===== src/rtl/cache_mem_burst_adapter_if.sv =====
// Cache-side line requests and single-word main-memory port of the burst adapter.
// The adapter takes the master view; the cache/memory environment takes the slave view.
interface cache_mem_burst_adapter_if #(
  parameter int WORDS_PER_LINE = 4,
  parameter int ADDR_W         = 32,
  parameter int DATA_W         = 32
);
  logic                             mem_read;
  logic                             mem_write;
  logic [ADDR_W-1:0]                line_addr;
  logic [WORDS_PER_LINE*DATA_W-1:0] wb_line;
  logic                             mem_valid;
  logic [WORDS_PER_LINE*DATA_W-1:0] fill_line;
  logic [ADDR_W-1:0]                mm_addr;
  logic [DATA_W-1:0]                mm_wdata;
  logic                             mm_re;
  logic                             mm_we;
  logic [DATA_W-1:0]                mm_rdata;
  logic                             mm_ack;

  modport master (
    input  mem_read, mem_write, line_addr, wb_line, mm_rdata, mm_ack,
    output mem_valid, fill_line, mm_addr, mm_wdata, mm_re, mm_we
  );

  modport slave (
    output mem_read, mem_write, line_addr, wb_line, mm_rdata, mm_ack,
    input  mem_valid, fill_line, mm_addr, mm_wdata, mm_re, mm_we
  );
endinterface


===== src/rtl/cache_mem_burst_adapter.sv =====
// Converts line fill / write-back requests into in-order single-word bursts on
// the main-memory port, assembling fill lines and pulsing mem_valid per line.
module cache_mem_burst_adapter #(
  parameter int WORDS_PER_LINE = 4,
  parameter int ADDR_W         = 32,
  parameter int DATA_W         = 32
) (
  input  logic                      clk,
  input  logic                      rst,
  cache_mem_burst_adapter_if.master bus
);
  localparam int BEAT_W = $clog2(WORDS_PER_LINE);
  localparam int OFF_W  = $clog2(WORDS_PER_LINE * DATA_W / 8);
  localparam int LINE_W = WORDS_PER_LINE * DATA_W;
  localparam logic [ADDR_W-1:0] STRIDE    = ADDR_W'(DATA_W / 8);
  localparam logic [ADDR_W-1:0] OFF_MASK  = ~((ADDR_W'(1) << OFF_W) - ADDR_W'(1));
  localparam logic [BEAT_W-1:0] LAST_BEAT = BEAT_W'(WORDS_PER_LINE - 1);

  typedef enum logic [1:0] {IDLE, WB_BURST, FILL_BURST, DONE} state_t;

  state_t              state, state_nxt;
  logic [BEAT_W-1:0]   beat;
  logic [ADDR_W-1:0]   base;
  logic [DATA_W-1:0]   wb_words   [WORDS_PER_LINE];
  logic [DATA_W-1:0]   fill_words [WORDS_PER_LINE];
  logic [LINE_W-1:0]   fill_packed;
  logic                in_burst;
  logic                beat_done;
  logic                req_take;

  assign in_burst  = (state == WB_BURST) || (state == FILL_BURST);
  assign beat_done = in_burst && bus.mm_ack;
  assign req_take  = (state == IDLE) && (bus.mem_write || bus.mem_read);

  always_ff @(posedge clk) begin
    if (rst) begin
      state <= IDLE;
      beat  <= '0;
    end else begin
      state <= state_nxt;
      if (state == IDLE)
        beat <= '0;
      else if (beat_done)
        beat <= beat + 1'b1;  // power-of-2 line length: wraps to 0 after the last beat
    end
  end

  always_comb begin
    state_nxt = state;
    case (state)
      IDLE: begin
        if (bus.mem_write)     state_nxt = WB_BURST;
        else if (bus.mem_read) state_nxt = FILL_BURST;
      end
      WB_BURST, FILL_BURST: begin
        if (bus.mm_ack && (beat == LAST_BEAT)) state_nxt = DONE;
      end
      DONE:    state_nxt = IDLE;
      default: state_nxt = IDLE;
    endcase
  end

  // Request latch: later changes on line_addr/wb_line cannot disturb a burst
  always_ff @(posedge clk) begin
    if (req_take) begin
      base <= bus.line_addr & OFF_MASK;
      if (bus.mem_write) begin
        for (int i = 0; i < WORDS_PER_LINE; i++)
          wb_words[i] <= bus.wb_line[i*DATA_W +: DATA_W];
      end
    end
  end

  // Fill assembly
  always_ff @(posedge clk) begin
    if (rst)
      fill_words <= '{default: '0};
    else if ((state == FILL_BURST) && bus.mm_ack)
      fill_words[beat] <= bus.mm_rdata;
  end

  always_comb begin
    fill_packed = '0;
    for (int i = 0; i < WORDS_PER_LINE; i++)
      fill_packed[i*DATA_W +: DATA_W] = fill_words[i];
  end

  assign bus.fill_line = fill_packed;
  assign bus.mm_re     = (state == FILL_BURST);
  assign bus.mm_we     = (state == WB_BURST);
  assign bus.mem_valid = (state == DONE);
  assign bus.mm_addr   = in_burst ? (base + ADDR_W'(beat) * STRIDE) : '0;
  assign bus.mm_wdata  = (state == WB_BURST) ? wb_words[beat] : '0;

endmodule

===== src/flat_wrapper.sv =====
// flat-port wrapper written by rule: the top's interface ports become plain ports
module cache_mem_burst_adapter_flat 
#(
  parameter int WORDS_PER_LINE = 4,
  parameter int ADDR_W         = 32,
  parameter int DATA_W         = 32
)
  (clk, rst, bus_mem_read, bus_mem_write, bus_line_addr, bus_wb_line, bus_mm_rdata, bus_mm_ack, bus_mem_valid, bus_fill_line, bus_mm_addr, bus_mm_wdata, bus_mm_re, bus_mm_we);
  cache_mem_burst_adapter_if #(.WORDS_PER_LINE(WORDS_PER_LINE), .ADDR_W(ADDR_W), .DATA_W(DATA_W)) bus_i ();
  input  logic clk;
  input  logic rst;
  input wire logic [$bits(bus_i.mem_read)-1:0] bus_mem_read;
  input wire logic [$bits(bus_i.mem_write)-1:0] bus_mem_write;
  input wire logic [$bits(bus_i.line_addr)-1:0] bus_line_addr;
  input wire logic [$bits(bus_i.wb_line)-1:0] bus_wb_line;
  input wire logic [$bits(bus_i.mm_rdata)-1:0] bus_mm_rdata;
  input wire logic [$bits(bus_i.mm_ack)-1:0] bus_mm_ack;
  output wire logic [$bits(bus_i.mem_valid)-1:0] bus_mem_valid;
  output wire logic [$bits(bus_i.fill_line)-1:0] bus_fill_line;
  output wire logic [$bits(bus_i.mm_addr)-1:0] bus_mm_addr;
  output wire logic [$bits(bus_i.mm_wdata)-1:0] bus_mm_wdata;
  output wire logic [$bits(bus_i.mm_re)-1:0] bus_mm_re;
  output wire logic [$bits(bus_i.mm_we)-1:0] bus_mm_we;
  assign bus_i.mem_read = bus_mem_read;
  assign bus_i.mem_write = bus_mem_write;
  assign bus_i.line_addr = bus_line_addr;
  assign bus_i.wb_line = bus_wb_line;
  assign bus_i.mm_rdata = bus_mm_rdata;
  assign bus_i.mm_ack = bus_mm_ack;
  assign bus_mem_valid = bus_i.mem_valid;
  assign bus_fill_line = bus_i.fill_line;
  assign bus_mm_addr = bus_i.mm_addr;
  assign bus_mm_wdata = bus_i.mm_wdata;
  assign bus_mm_re = bus_i.mm_re;
  assign bus_mm_we = bus_i.mm_we;
  cache_mem_burst_adapter #(.WORDS_PER_LINE(WORDS_PER_LINE), .ADDR_W(ADDR_W), .DATA_W(DATA_W)) u_core (.clk(clk), .rst(rst), .bus(bus_i));
endmodule

===== config.mk =====
export PLATFORM = sky130hd
export DESIGN_NAME = cache_mem_burst_adapter_flat
export DESIGN_NICKNAME = d
export VERILOG_FILES = /design/src/rtl/cache_mem_burst_adapter_if.sv /design/src/rtl/cache_mem_burst_adapter.sv /design/src/flat_wrapper.sv
export SDC_FILE = /design/constraint.sdc
export NUM_CORES = 1
export LEC_CHECK = 0
export ABC_AREA = 1
export BUFFER_PORTS_ARGS = -buffer_cell sky130_fd_sc_hd__buf_2
export CAP_MARGIN = 20
export CORE_ASPECT_RATIO = 0.6
export CORE_MARGIN = 2
export CORE_UTILIZATION = 52
export CTS_CLUSTER_DIAMETER = 60
export DETAILED_ROUTE_END_ITERATION = 6
export GPL_ROUTABILITY_DRIVEN = 0
export PLACE_DENSITY = 0.89
export SETUP_SLACK_MARGIN = 0.02
export SYNTH_ARGS = -nofsm -noshare
export SYNTH_HDL_FRONTEND = slang
export SYNTH_SLANG_ARGS = --single-unit

===== constraint.sdc =====
create_clock -name clk -period 5.57 [get_ports clk]
set_clock_uncertainty 0.05 [all_clocks]
set_input_delay 1.114 -clock clk [delete_from_list [all_inputs] [get_ports clk]]
set_output_delay 1.114 -clock clk [all_outputs]
set_load 0.1 [all_outputs]

==> reports/summary.json, run 1 <==
{
  "worstPathMaxFanout": 75,
  "fin_crit_ns": 3.923,
  "synth_top_cell_by_area": "edfxtp_1",
  "clock_tree_from_tritoncts": "done",
  "timing.critical_path.from_type": "flop",
  "maximum_number_of_pins_on_one_net_before_global_route_repair": 76,
  "final_min_period_over_clock_period_pct": 70.43,
  "detailedRoute.firstPassIterationCount": 5,
  "mostFrequentLayoutCells": "buf_2 (385), inv_1 (231), nand2_1 (172)",
  "synth.top_cell.area_share_pct": 41.29,
  "number_of_antenna_violations_at_the_first_check_in_global_routing": 10,
  "grt.overflow.total": 0,
  "total_clock_buffers_created_by_cts": 26,
  "critPathMaxStageDelay_ns": 0.82,
  "finalPower_mw": 7.503,
  "synth.top_cells.by_area": "edfxtp_1 (41%), dfxtp_1 (24%), inv_1 (7.7%), a21oi_1 (7.1%), o21ai_0 (5.7%)",
  "timing_hold_violations_final": 0,
  "clock-root-buffer": "clkbuf_16",
  "ys_seq_area_share_pct": 64.93,
  "grt_pass1_vias": 9067,
  "clkSlewWorstSetupHoldPaths_ns": 0.06,
  "critPathCaptureType": "primary output",
  "wirelength_um": 30710,
  "worstMarginPinSlew_ns": 0.9390,
  "detailedRoute.firstIterationViolations": 608,
  "cp_common_cell": "nor2_1",
  "drt.antenna.violating_nets": 0,
  "max_slew_headroom_pct": 37.40,
  "place.port_buffers": 385,
  "fin_nets": 1770,
  "place.detailed.instances": 1814,
  "seqCellArea_um2": 7371,
  "synthesis.instances": 1204,
  "cp_data_arrival_time_ns": 2.76,
  "drv.max_cap_violation_count": 0,
  "post_cts_resize_count": 0,
  "yosys_register_bits": 290,
  "dieHeight_um": 118.4,
  "grt_usage_pct": 25.87,
  "critPathSlowestCell": "dfxtp_4",
  "yosys_warning_count": 0,
  "clock_latency_of_the_later_clocked_register_in_the_worst_skew_pair_ns": 0.51,
  "tns_ns": 0,
  "grt_setup_unrepaired": "false",
  "power.density_nw_per_um2": 526.0,
  "die_width_um": 194.7,
  "clockBufferDepth": 3,
  "multiInputGateArea_um2": 2796,
  "ratio_of_cells_with_drive_above_1_in_the_final_layout_pct": 27.86,
  "cp_cell_sequence": "buf_4, nor2_1, nor2_1, nand2_1, a21oi_1, buf_2",
  "number_of_cells_in_the_finished_layout_apart_from_fillers": 1871,
  "maxSlewViolCount": 0,
  "final_util_pct": 67.33,
  "min-delay-path-class": "reg2reg",
  "floorplan.initialDensity_pct": 53.55,
  "viasPerCell": 5.022,
  "postCtsHoldBufs": 0,
  "outcome": "finished, final reports clean",
  "worst_ep_required_time_ns": 4.41,
  "cts_post_setup_buffers_inserted": 0,
  "clkSinkCount": 290,
  "leakagePower_nw": 6.539,
  "core_area_um2": 21190,
  "dieArea_um2": 23060,
  "fmax_ghz": 0.2549,
  "timing_worst_setup_path_type": "reg2out",
  "number_of_remaining_drc_errors": 0,
  "hold-worst-slack_ns": 0.3952,
  "mapped_cell_area_um2": 11350,
  "area_delta_synth_final_pct": 25.73,
  "vdd_drop_max_mv": 0.3520,
  "drt-wirelength-per-cell_um": 16.41,
  "avgSynthCellArea_um2": 9.423,
  "ios": 392,
  "num_rows": 41,
  "synthDistinctLibCells": 17,
  "cts_h_tree_depth": 1,
  "fillerInstances": 1607,
  "detailroute.via_count": 9396,
  "mostFrequentLayoutCell": "buf_2",
  "place_hpwl_um": 21580,
  "setup_viol": 0,
  "grt_pass1_wl_um": 47490
}
[sequential cells by signal, indices dropped and copies added (netlist names), named ones only]
register              flops
u_core.state              2
u_core.beat               2
u_core.bus.fill_line    128
u_core.wb_words         128
u_core.base              28
[where the power goes]
part	internal (mW)	switching [mW]
Sequential	2.71	0.157
Clock	0.948	0.747
Combinational	0.451	2.49
Total	4.11	3.39
[cell families after synthesis]
| kind of cell | share of synthesized area, % |
|---|---|
| other | 0.03305 |
| and+or+nand+nor | 10.44 |
| adders and majority gates | 1.103 |
| AOI/OAI and AO/OA | 13.01 |
| DFF | 64.93 |
| buffers and inverters | 10.48 |
[synth_stat cells]
master	count
a211oi_1	1
a21oi_1	162
buf_1	2
buf_2	23
buf_4	6
clkbuf_1	28
clkbuf_2	9
conb_1	1
dfxtp_1	134
edfxtp_1	156
ha_1	10
inv_1	232
nand2_1	172
nand3_2	4
nor2_1	133
o21ai_0	130
o21bai_1	1
[per-stage QoR]
step,setup WS (ns),instance area (um^2)
final,1.647,14260
after global routing,1.446,14260
after CTS,1.618,14240
after detailed placement,2.178,13430
after global placement,2.252,13410
after floorplan,1.410,11350
[layout make-up]
cell class,count,share of cell area [%]
clock inverter,9,0.3245
inverter,232,6.122
clock buffer,39,5.342
timing repair buffer,398,14.33
sequential,290,51.67
antenna,9,0.1579
multi-input combinational,615,19.60
tap,279,2.447
[critical path, delay by kind of cell, from the launching register on]
kind                   cells  cell delay [ns]
AO/OA/AOI/OAI              1             0.16
buffers and inverters      2             0.94
flip-flops                 1             0.82
AND/OR/NAND/NOR            3             0.31
[path summary, 6_finish.rpt]
| path | startpoint | endpoint | slack, ns | cells past startpoint |
|---|---|---|---|---|
| setup / recovery | flop | bus_mm_wdata[25] | 1.65 | 6 |
| hold / removal | u_core.bus.fill_line[33] | u_core.bus.fill_line[33] | 0.40 | 2 |
| setup reg to reg | u_core.state[1] | u_core.wb_words[2][12] | 3.24 | 5 |
| hold reg to reg | u_core.bus.fill_line[33] | u_core.bus.fill_line[33] | 0.40 | 2 |
[per-layer routing]
metal  GRT usage (%)  vias up  wire length (um)
li1                -     4532                 -
met1           31.17     4376             12210
met2           44.60      392             14750
met3           6.307       94              2405
met4           10.82        2              1327
met5               0        -                13
(Power assumes the default switching activity.)
==> run 2, diff against run 1 <==
--- a/config.mk
+++ b/config.mk
@@ -5,16 +5,16 @@
 export SDC_FILE = /design/constraint.sdc
 export NUM_CORES = 1
 export LEC_CHECK = 0
-export ABC_AREA = 1
+export ABC_AREA = 0
 export BUFFER_PORTS_ARGS = -buffer_cell sky130_fd_sc_hd__buf_2
 export CAP_MARGIN = 20
 export CORE_ASPECT_RATIO = 0.6
 export CORE_MARGIN = 2
-export CORE_UTILIZATION = 52
+export CORE_UTILIZATION = 49
 export CTS_CLUSTER_DIAMETER = 60
 export DETAILED_ROUTE_END_ITERATION = 6
 export GPL_ROUTABILITY_DRIVEN = 0
-export PLACE_DENSITY = 0.89
+export PLACE_DENSITY = 0.85
 export SETUP_SLACK_MARGIN = 0.02
 export SYNTH_ARGS = -nofsm -noshare
 export SYNTH_HDL_FRONTEND = slang
==> constraint.sdc (replaced) <==
create_clock -name clk -period 3.7 [get_ports clk]
set_clock_uncertainty 0.05 [all_clocks]
set_input_delay 0.74 -clock clk [delete_from_list [all_inputs] [get_ports clk]]
set_output_delay 0.74 -clock clk [all_outputs]
set_load 0.1 [all_outputs]
==> reports/summary.json, run 2 <==
{
  "synth.top_cells.by_area": "edfxtp_1 (44%), dfxtp_1 (25%), nand2_1 (9.0%), mux4_2 (6.3%), a21oi_1 (6.0%)",
  "synthDistinctLibCells": {"value": 28, "change": "+11"},
  "ys_top_cells_by_count": "nand2_1 (257), edfxtp_1 (156), dfxtp_1 (134)",
  "drt-wirelength-per-cell": {"value": 18.31, "unit": "um", "change": "+12%"},
  "dieArea": {"value": 23090, "unit": "um^2", "change": "+0.14%"},
  "die_width": {"value": 194.8, "unit": "um", "change": "about the same"},
  "grt_pass1_wl": {"value": 43300, "unit": "um", "change": "-8.8%"},
  "number_of_remaining_drc_errors": {"value": 0, "change": "unchanged"},
  "yosys_warning_count": {"value": 0, "change": "unchanged"},
  "r2r_setup_slack": {"value": 1.41, "unit": "ns", "change": "-1.83 ns"},
  "hold-worst-slack": {"value": 0.3440, "unit": "ns", "change": "-0.05116 ns"},
  "detailedRoute.firstPassIterationCount": {"value": 6, "change": "+1"},
  "num_rows": {"value": 41, "change": "unchanged"},
  "drt.antenna.violating_nets": {"value": 0, "change": "unchanged"},
  "clockBufferDepth": {"value": 3, "change": "unchanged"},
  "ys_seq_area_share": {"value": 68.81, "unit": "%", "change": "+3.9 points"},
  "ratio_of_cells_with_drive_above_1_in_the_final_layout": {"value": 37.81, "unit": "%", "change": "+9.9 points"},
  "min_path_cells": {"value": 1, "change": "-1"},
  "synth-async-reset-ratio": {"value": 0, "unit": "%", "change": "unchanged"},
  "cp_data_arrival_time": {"value": 2.55, "unit": "ns", "change": "-0.21 ns"},
  "synth_enable_flop_cells": {"value": 156, "change": "unchanged"},
  "comb_power_share": {"value": 32.0, "unit": "%", "change": "-7.1 points"},
  "number_of_cells_in_the_finished_layout_apart_from_fillers": {"value": 1539, "change": "-18%"},
  "cts_h_tree_depth": {"value": 1, "change": "unchanged"},
  "place.detailed.instances": {"value": 1489, "change": "-18%"},
  "floorplan.initialDensity": {"value": 50.41, "unit": "%", "change": "-3.1 points"},
  "grt.overflow.total": {"value": 0, "change": "unchanged"},
  "core_area": {"value": 21240, "unit": "um^2", "change": "+0.24%"},
  "grt_usage": {"value": 23.91, "unit": "%", "change": "-2.0 points"},
  "setup_viol": {"value": 0, "change": "unchanged"},
  "viasPerCell": {"value": 5.183, "change": "+3.2%"},
  "worstReg2RegStart": "u_core.state[0]",
  "ys.flop_type": "edfxtp_1",
  "vdd_drop_max": {"value": 0.8891, "unit": "mV", "change": "+150%"},
  "leakagePower": {"value": 5.694, "unit": "nW", "change": "-13%"},
  "maximum_number_of_pins_on_one_net_before_global_route_repair": {"value": 70, "change": "-7.9%"},
  "fin_nets": {"value": 1446, "change": "-18%"},
  "hold-path-endpoint": "u_core.wb_words[0][25]",
  "max_slew_headroom": {"value": 45.11, "unit": "%", "change": "+7.7 points"},
  "p_seq_share": {"value": 39.8, "unit": "%", "change": "+1.5 points"},
  "crit-reg2reg-capture": "u_core.state[0]",
  "rr_worst_depth": {"value": 5, "change": "unchanged"},
  "worst_ep_required_time": {"value": 2.91, "unit": "ns", "change": "-1.50 ns"},
  "dieHeight": {"value": 118.5, "unit": "um", "change": "about the same"},
  "worstSetupStartpoint": "u_core.state[0]",
  "clock_tree_from_tritoncts": "done",
  "mapped_cell_area": {"value": 10710, "unit": "um^2", "change": "-5.6%"},
  "number_of_antenna_violations_at_the_first_check_in_global_routing": {"value": 1, "change": "-9"},
  "netSwitchingFraction": {"value": 38.84, "unit": "%", "change": "-6.3 points"},
  "clkSinkCount": {"value": 290, "change": "unchanged"},
  "postCtsHoldBufs": {"value": 0, "change": "unchanged"},
  "synth_top_cell_by_area": "edfxtp_1",
  "grt_setup_unrepaired": "false",
  "ios": {"value": 392, "change": "unchanged"},
  "clkSlewWorstSetupHoldPaths": {"value": 0.07, "unit": "ns", "change": "about the same"},
  "maxSlewViolCount": {"value": 0, "change": "unchanged"},
  "avgSynthCellArea": {"value": 12.33, "unit": "um^2", "change": "+31%"},
  "synthesis.instances": {"value": 868, "change": "-28%"},
  "power.density": {"value": 756.2, "unit": "nW/um^2", "change": "+44%"},
  "timing_hold_violations_final": {"value": 0, "change": "unchanged"},
  "area_delta_synth_final_pct": 28.82,
  "drv.max_cap_violation_count": {"value": 0, "change": "unchanged"},
  "grt_pass1_vias": {"value": 7909, "change": "-13%"},
  "startpoint_of_the_worst_hold_path": "bus_wb_line[25]",
  "timing_worst_setup_path_type": "reg2out",
  "timing.critical_path.from_type": "flop",
  "post-synth-top-count-cell": "nand2_1",
  "wirelength": {"value": 28180, "unit": "um", "change": "-8.2%"},
  "net-switching-power": {"value": 4.051, "unit": "mW", "change": "+20%"},
  "critPathCaptureType": "primary output",
  "post_cts_resize_count": {"value": 0, "change": "unchanged"},
  "min-delay-path-class": "in2reg",
  "place.port_buffers": {"value": 385, "change": "unchanged"},
  "p_clk_share": {"value": 28.2, "unit": "%", "change": "+5.6 points"},
  "detailroute.via_count": {"value": 7976, "change": "-15%"},
  "tns": {"value": 0, "unit": "ns", "change": "unchanged"},
  "clock_latency_of_the_later_clocked_register_in_the_worst_skew_pair": {"value": 0.51, "unit": "ns", "change": "about the same"},
  "place_hpwl": {"value": 19640, "unit": "um", "change": "-9.0%"},
  "fin_crit_ns": 3.343,
  "worstPathMaxFanout": {"value": 34, "change": "-55%"},
  "detailedRoute.firstIterationViolations": {"value": 674, "change": "+11%"},
  "fmax_ghz": 0.2991,
  "yosys_register_bits": {"value": 290, "change": "unchanged"},
  "final_min_period_over_clock_period_pct": 90.35,
  "synth.top_cell.area_share": {"value": 43.75, "unit": "%", "change": "+2.5 points"},
  "clock-root-buffer": "clkbuf_16",
  "mostFrequentLayoutCell": "buf_2",
  "cts_post_setup_buffers_inserted": {"value": 0, "change": "unchanged"},
  "worstMarginPinSlew": {"value": 0.8234, "unit": "ns", "change": "-0.1157 ns"},
  "total_clock_buffers_created_by_cts": {"value": 27, "change": "+3.8%"},
  "mostFrequentLayoutCells": "buf_2 (384), nand2_1 (257), edfxtp_1 (156)",
  "outcome": "finished, final reports clean",
  "intPower": {"value": 6.378, "unit": "mW", "change": "+55%"}
}
-- run 2: cell types whose count changed after synthesis, sizes merged, moves of 5 or more --
cell / previous run / this run
inv: 232 / 5
nor2: 133 / 1
o21ai: 130 / 2
nand2: 172 / 257
and2: 0 / 63
a21oi: 162 / 129
mux4: 0 / 32
clkbuf: 37 / 32
-- run 2: worst max path at each step --
| stage | end | slack (ns) | cells after the start |
|---|---|---|---|
| CTS | bus_mm_addr[15] | 0.32 | 4 |
| global placement | bus_mm_addr[28] | 1.0 | 4 |
| floorplan | u_core.wb_words[0][0] | 0.88 | 1 |
| finish | bus_mm_addr[15] | 0.36 | 4 |
| global route | bus_mm_addr[14] | 0.12 | 4 |
| detailed placement | bus_mm_addr[15] | 0.88 | 4 |
-- run 2: layout make-up --
| type | count | area, um^2 |
|---|---|---|
| clock inverter | 13 | 145.1 |
| clock buffer | 36 | 813.3 |
| tap | 279 | 349.1 |
| inverter | 5 | 18.77 |
| multi-input combinational | 515 | 3015 |
| antenna | 1 | 2.502 |
| sequential | 290 | 7368 |
| fill | 1593 | 7446 |
| timing repair buffer | 400 | 2079 |
-- run 2: critical path, stage by stage, from the launching register on --
cell     delay (ns)
dfxtp_1        0.39
inv_1          0.11
ha_1           0.83
and2_1         0.26
buf_2          0.44
-- run 2: kinds of logic (layout without fill, tap and decap cells) --
| family | Yosys count | in the layout | share of synthesized area [%] |
|---|---|---|---|
| flops | 290 | 290 | 68.81 |
| buf+inv | 64 | 454 | 3.085 |
| mux | 34 | 34 | 7.000 |
| other cells | 1 | 3 | 0.03503 |
| fa+ha+maj | 10 | 10 | 1.169 |
| compound gates | 135 | 135 | 6.463 |
| simple gates | 333 | 333 | 13.36 |
| xor+xnor | 1 | 1 | 0.08182 |
-- run 2: per-stage QoR --
step | util [%] | power [mW] | worst slack, ns | instance area, um^2
floorplan | - | 6.941 | 0.8782 | 10710
global placement | 60.42 | 7.499 | 0.9961 | 12830
detailed placement | 60.42 | 7.560 | 0.8842 | 12830
CTS | 64.93 | 10.49 | 0.3161 | 13790
global route | 64.94 | 10.82 | 0.1231 | 13790
finish | 64.94 | 10.43 | 0.3572 | 13790
-- run 2: routing by layer --
layer | vias to the layer above | routed length, um | global-route usage, %
met4 | 0 | 634 | 6.107
met5 | - | 0 | 0
met3 | 45 | 2526 | 5.708
met1 | 3797 | 11300 | 31.64
met2 | 409 | 13710 | 39.94
li1 | 3725 | - | -
-- run 2: power by group through the flow --
stage | clock [mW] | sequential, mW | combinational [mW]
after floorplan | 0 | 4.44 | 2.50
after global placement | 0 | 4.19 | 3.30
after detailed placement | 0 | 4.22 | 3.34
after CTS | 2.99 | 4.15 | 3.35
after global routing | 3.13 | 4.19 | 3.49
final | 2.94 | 4.15 | 3.34
